`src/rtl/lsu_mem_stage.sv`:
```
// MEM-stage load/store unit: runs a dread/dwrite handshake with the D-cache, stalls the
// pipeline until dresp, then presents the aligned and extended load result.
module lsu_mem_stage #(
    parameter int unsigned XLEN   = 32,
    parameter int unsigned NBYTES = XLEN / 8
) (
    input  logic              clk_i,
    input  logic              rst_i,
    input  logic              ex_valid_i,
    input  logic              ex_read_i,
    input  logic              ex_write_i,
    input  logic [2:0]        ex_funct3_i,
    input  logic [XLEN-1:0]   ex_addr_i,
    input  logic [XLEN-1:0]   ex_wdata_i,
    output logic              stall_o,
    output logic              dread_o,
    output logic              dwrite_o,
    output logic [XLEN-1:0]   daddr_o,
    output logic [XLEN-1:0]   dwdata_o,
    output logic [NBYTES-1:0] dmbe_o,
    input  logic              dresp_i,
    input  logic [XLEN-1:0]   drdata_i,
    output logic              wb_valid_o,
    output logic [XLEN-1:0]   wb_data_o,
    output logic              fault_o
);

    localparam int unsigned OffW = $clog2(NBYTES);

    typedef enum logic [1:0] {StIdle, StReq, StDone} state_e;

    state_e            state_q, state_d;
    logic              dread_q, dread_d;
    logic              dwrite_q, dwrite_d;
    logic [XLEN-1:0]   daddr_q, daddr_d;
    logic [XLEN-1:0]   dwdata_q, dwdata_d;
    logic [NBYTES-1:0] dmbe_q, dmbe_d;
    logic [XLEN-1:0]   wb_data_q, wb_data_d;
    logic              fault_q, fault_d;
    logic [2:0]        funct3_q, funct3_d;
    logic [OffW-1:0]   offset_q, offset_d;
    logic              is_load_q, is_load_d;

    logic              req, accept, unsupported, misaligned;
    logic [OffW-1:0]   offset;
    logic [NBYTES-1:0] mask_base;
    logic [XLEN-1:0]   rshift, lmask, load_ext;
    logic              lsign;

    assign offset = ex_addr_i[OffW-1:0];
    assign req    = ex_valid_i & (ex_read_i ^ ex_write_i);

    // Doublewords do not fit a 32-bit word; lwu and an unsigned 8-byte load have no meaning.
    assign unsupported = ((ex_funct3_i[1:0] == 2'b11) && (NBYTES < 8))
                       | ((XLEN == 32) && (ex_funct3_i == 3'b110))
                       | (!ex_write_i && (ex_funct3_i == 3'b111));

    always_comb begin
        misaligned = 1'b0;
        mask_base  = '0;
        unique case (ex_funct3_i[1:0])
            2'b00: begin
                misaligned = 1'b0;
                mask_base  = NBYTES'(1);
            end
            2'b01: begin
                misaligned = ex_addr_i[0];
                mask_base  = NBYTES'(3);
            end
            2'b10: begin
                misaligned = |ex_addr_i[1:0];
                mask_base  = NBYTES'(15);
            end
            default: begin
                misaligned = |ex_addr_i[2:0];
                mask_base  = NBYTES'(8'hFF);
            end
        endcase
    end

    assign accept = (state_q == StIdle) & req & ~unsupported & ~misaligned;

    // Load extraction: shift the addressed lane down, then truncate and extend by size.
    assign rshift = drdata_i >> {offset_q, 3'b000};

    always_comb begin
        lmask = '1;
        lsign = 1'b0;
        unique case (funct3_q[1:0])
            2'b00: begin
                lmask = XLEN'(8'hFF);
                lsign = rshift[7];
            end
            2'b01: begin
                lmask = XLEN'(16'hFFFF);
                lsign = rshift[15];
            end
            2'b10: begin
                lmask = XLEN'(32'hFFFF_FFFF);
                lsign = rshift[31];
            end
            default: begin
                lmask = '1;
                lsign = rshift[XLEN-1];
            end
        endcase
        load_ext = (rshift & lmask) | ({XLEN{lsign & ~funct3_q[2]}} & ~lmask);
    end

    always_comb begin
        state_d   = state_q;
        dread_d   = dread_q;
        dwrite_d  = dwrite_q;
        daddr_d   = daddr_q;
        dwdata_d  = dwdata_q;
        dmbe_d    = dmbe_q;
        wb_data_d = wb_data_q;
        fault_d   = 1'b0;
        funct3_d  = funct3_q;
        offset_d  = offset_q;
        is_load_d = is_load_q;
        unique case (state_q)
            StIdle: begin
                fault_d = ex_valid_i & ((ex_read_i & ex_write_i)
                                        | (req & (unsupported | misaligned)));
                if (accept) begin
                    state_d   = StReq;
                    dread_d   = ex_read_i;
                    dwrite_d  = ex_write_i;
                    daddr_d   = {ex_addr_i[XLEN-1:OffW], {OffW{1'b0}}};
                    dwdata_d  = ex_write_i ? (ex_wdata_i << {offset, 3'b000}) : '0;
                    dmbe_d    = ex_write_i ? (mask_base << offset) : '0;
                    funct3_d  = ex_funct3_i;
                    offset_d  = offset;
                    is_load_d = ex_read_i;
                end
            end
            StReq: begin
                if (dresp_i) begin
                    state_d  = StDone;
                    dread_d  = 1'b0;
                    dwrite_d = 1'b0;
                    if (is_load_q) begin
                        wb_data_d = load_ext;
                    end
                end
            end
            StDone: state_d = StIdle;
            default: state_d = StIdle;
        endcase
    end

    always_ff @(posedge clk_i or posedge rst_i) begin
        if (rst_i) begin
            state_q   <= StIdle;
            dread_q   <= 1'b0;
            dwrite_q  <= 1'b0;
            daddr_q   <= '0;
            dwdata_q  <= '0;
            dmbe_q    <= '0;
            wb_data_q <= '0;
            fault_q   <= 1'b0;
            funct3_q  <= '0;
            offset_q  <= '0;
            is_load_q <= 1'b0;
        end else begin
            state_q   <= state_d;
            dread_q   <= dread_d;
            dwrite_q  <= dwrite_d;
            daddr_q   <= daddr_d;
            dwdata_q  <= dwdata_d;
            dmbe_q    <= dmbe_d;
            wb_data_q <= wb_data_d;
            fault_q   <= fault_d;
            funct3_q  <= funct3_d;
            offset_q  <= offset_d;
            is_load_q <= is_load_d;
        end
    end

    // Gated by reset so a held EX/MEM instruction cannot stall the pipe while in reset.
    assign stall_o    = ~rst_i & (accept | (state_q == StReq));
    assign dread_o    = dread_q;
    assign dwrite_o   = dwrite_q;
    assign daddr_o    = daddr_q;
    assign dwdata_o   = dwdata_q;
    assign dmbe_o     = dmbe_q;
    assign wb_valid_o = (state_q == StDone) & is_load_q;
    assign wb_data_o  = wb_data_q;
    assign fault_o    = fault_q;

endmodule

```
`config.mk`:
```
export PLATFORM = sky130hd
export DESIGN_NAME = lsu_mem_stage
export DESIGN_NICKNAME = d
export VERILOG_FILES = /design/src/rtl/lsu_mem_stage.sv
export SDC_FILE = /design/constraint.sdc
export NUM_CORES = 1
export LEC_CHECK = 0
export BUFFER_PORTS_ARGS = -buffer_cell sky130_fd_sc_hd__buf_2
export CORE_ASPECT_RATIO = 0.6
export CORE_UTILIZATION = 53
export CTS_CLUSTER_SIZE = 30
export DETAILED_ROUTE_END_ITERATION = 8
export MAX_ROUTING_LAYER = met4
export PLACE_DENSITY_LB_ADDON = 0.08
export SLEW_MARGIN = 20
export SYNTH_ARGS = -nofsm -noshare
export SYNTH_HDL_FRONTEND = slang
export SYNTH_SLANG_ARGS = --single-unit
export TNS_END_PERCENT = 50
```
`constraint.sdc`:
```
create_clock -name clk_i -period 6.41 [get_ports clk_i]
set_input_delay 1.282 -clock clk_i [delete_from_list [all_inputs] [get_ports clk_i]]
set_output_delay 1.282 -clock clk_i [all_outputs]
set_load 0.01 [all_outputs]
```
==> impl_metrics.tcl <==
set metrics [dict create \
    status "completed" \
    required_ns 5.13 \
    drive_gt1_share_pct 36.0 \
    drt_first_pass_iters 5 \
    leakage_nw 3.49 \
    synth_cells 534 \
    synth_top_area_share_pct 52.0 \
    crit_buf_inv 2 \
    async_flop_share_pct 100 \
    placed_area_um2 6290 \
    num_antenna_cells 0 \
    drt_iter0_markers 400 \
    preCtsSetupSlack_ns 2.23 \
    ctsHoldBuffers 0 \
    drc 0 \
    max_clock_freq_ghz 0.239 \
    wirelength_mm 14.2 \
    comb_power_share_pct 33.8 \
    vias 4601 \
    num-fill-cells 788 \
    synthFlopType "dfrtp_1" \
    yosysSeqAreaShare_pct 52.0 \
    cp.arrival_ns 2.91 \
    start_util_pct 55.8 \
    yosysTopAreaCell "dfrtp_1" \
    highest_layer "met4" \
    multi_input_area_um2 2310 \
    grt_setup_unrepaired "no" \
    layout_commonest_cell "buf_2" \
    std_cell_rows 27 \
    p_int_w 0.00154 \
    post-route-period-util_pct 65.4 \
    path_clk_slew_ns 0.07 \
    cp_top_family "buffers and inverters" \
    core-area_um2 9390 \
    fp.dieW_um 130 \
    clkSinkCount 109 \
    layout_common_cells "207 x buf_2, 163 x nand2_1, 108 x dfrtp_1, 35 x mux2i_1, 31 x nor2_1" \
    numPortBuffers 207 \
    gp_congestion 0.942 \
    antenna_found_initial 0 \
    post-route-min-period_ns 4.19 \
    power_w 0.00237 \
    postCtsSetupRepairBufs 0 \
    fin_setup_tns_ns 0 \
    layout_setup_ws_ns 2.22 \
    max_slew_margin_pct 35.2 \
    peakVddDrop_uv 235 \
    cts-htree-levels 3 \
    sequentialPowerShare_pct 43.9 \
    avgSynthCellArea_um2 9.82 \
    grt_pass1_vias 4399 \
    grt_max_degree 70 \
    switching_share_pct 35.2 \
    wl_met3_um 998 \
    final_core_util_pct 70.0 \
    path_class "primary input to output port" \
    cts_resized 0 \
    power.share.clock_pct 22.3 \
    root_buffer "clkbuf_16" \
    ys_ff_latch 109 \
    area_growth_syn_to_layout_pct 25.4 \
    rrSetupSlack_ns 4.13 \
    netlist_area_um2 5240 \
    setup_viol 0 \
    die_h_um 79.0 \
    grt_usage_pct 29.6 \
    ys_types 40 \
    cts_tree "built" \
    synth_enable_flop_cells 0 \
    cts_buffers 9 \
    drv_cap 0 \
    clockBufferDepth 2 \
    ioPinCount 210 \
    ys_warn_count 0 \
    avgRoutedWirePerCell_um 16.7 \
    ant_nets 0 \
    vias_per_cell 5.40 \
    min_path_type "flop to flop" \
    path_cells "buf_2 > a21oi_1 > o21a_2 > nor2_1 > nor2_1 > buf_2" \
    dp_hpwl_mm 10.3 \
    power.net_switching_w 0.000837 \
    dieArea_um2 10300 \
    p_per_area_nw_per_um2 361 \
    nets 823 \
    grt_overflow 0 \
    wl_met1_mm 6.75 \
    register_area_um2 2730 \
    endpoint_kind "output port" \
    grt_pass1_wl_mm 22.4 \
    critical_path.max_stage_delay_ns 0.62 \
    tightest_slew_ns 0.961 \
    clock_skew_ns 0.00656 \
    crit_fanout 32 \
    clk_latency_ns 0.35 \
    synth.area.top_cells "dfrtp_1 52%, nand2_1 12%, mux2i_1 6.7%" \
    slew_violations 0 \
    wl_met2_mm 6.26 \
    hold_violations 0 \
    critPathSlowestCell "buf_2" \
    cp-start-kind "primary input" \
    final_cell_area_um2 6570 \
]
==> cell usage after synthesis, types with 9 or more instances <==
master,instances
a21oi_1,10
o21ai_0,11
nor2_1,31
dfrtp_1,109
buf_2,22
nor3_1,9
o22ai_1,9
clkbuf_1,14
o31ai_1,9
mux2i_1,35
nand3_1,19
nand2_1,163
==> per-stage QoR <==
| stage | hold slack (ns) | std cells |
|---|---|---|
| finish | 0.463 | 852 |
| global route | 0.494 | 852 |
| CTS | 0.469 | 852 |
| detailed placement | 0.452 | 836 |
| global placement | 0.446 | 836 |
| floorplan | 0.455 | 535 |
==> power groups by stage <==
stage	logic, W	registers, W	clock network (W)
detailed placement	0.000807	0.00105	0
floorplan	0.000402	0.00112	0
global placement	0.000786	0.00104	0
finish	0.000803	0.00104	0.000530
global route	0.000888	0.00107	0.000567
CTS	0.000807	0.00104	0.000542
==> per-layer routing <==
metal | global-route usage, % | vias to the layer above
li1 | - | 2200
met1 | 42.2 | 2206
met2 | 42.8 | 177
met3 | 6.60 | 18
met4 | 8.16 | 0
met5 | - | -
==> layout make-up <==
cell class	instances	share of cell area, %
sequential	109	41.5
clock buffer	10	3.64
tap	130	2.47
timing repair buffer	213	16.4
clock inverter	6	0.685
inverter	1	0.0952
multi-input combinational	383	35.2
==> sequential cells by signal, summed over array words and instances, names as in the netlist <==
| name | cells |
|---|---|
| dwrite_o | 1 |
| dmbe_o | 4 |
| fault_o | 1 |
| dread_o | 1 |
| is_load_q | 1 |
| funct3_q | 3 |
| offset_q | 2 |
| daddr_o | 30 |
| wb_data_o | 32 |
| dwdata_o | 32 |
| state_q | 2 |
==> logic make-up (layout without fill, tap and decap cells) <==
family          count (synthesis)  count (layout)  share of synthesized area [%]
fa+ha+maj                       1               1                          0.239
simple gates                  252             252                           21.0
xor+xnor                        1               1                          0.167
mux                            51              51                           11.8
other cells                     1               2                         0.0715
flops                         109             109                           52.0
buf+inv                        43             230                           4.11
compound gates                 76              76                           10.5
==> path summary, 6_finish.rpt <==
check                              from           end  depth (start not counted)
min in group asynchronous         rst_i   daddr_o[17]                          2
max in group asynchronous         rst_i   offset_q[1]                          3
setup reg to reg             state_q[1]  dwdata_o[21]                          5
setup / recovery           ex_addr_i[0]       stall_o                          6
hold reg to reg             dwdata_o[4]   dwdata_o[4]                          2
hold / removal              dwdata_o[4]   dwdata_o[4]                          2
==> worst min-delay path, stage by stage, from the launching register on <==
cell,delay (ns)
dfrtp_1,0.34
nand2_1,0.05
nand2_1,0.05
Note: power is estimated with default switching activity, not from simulation.
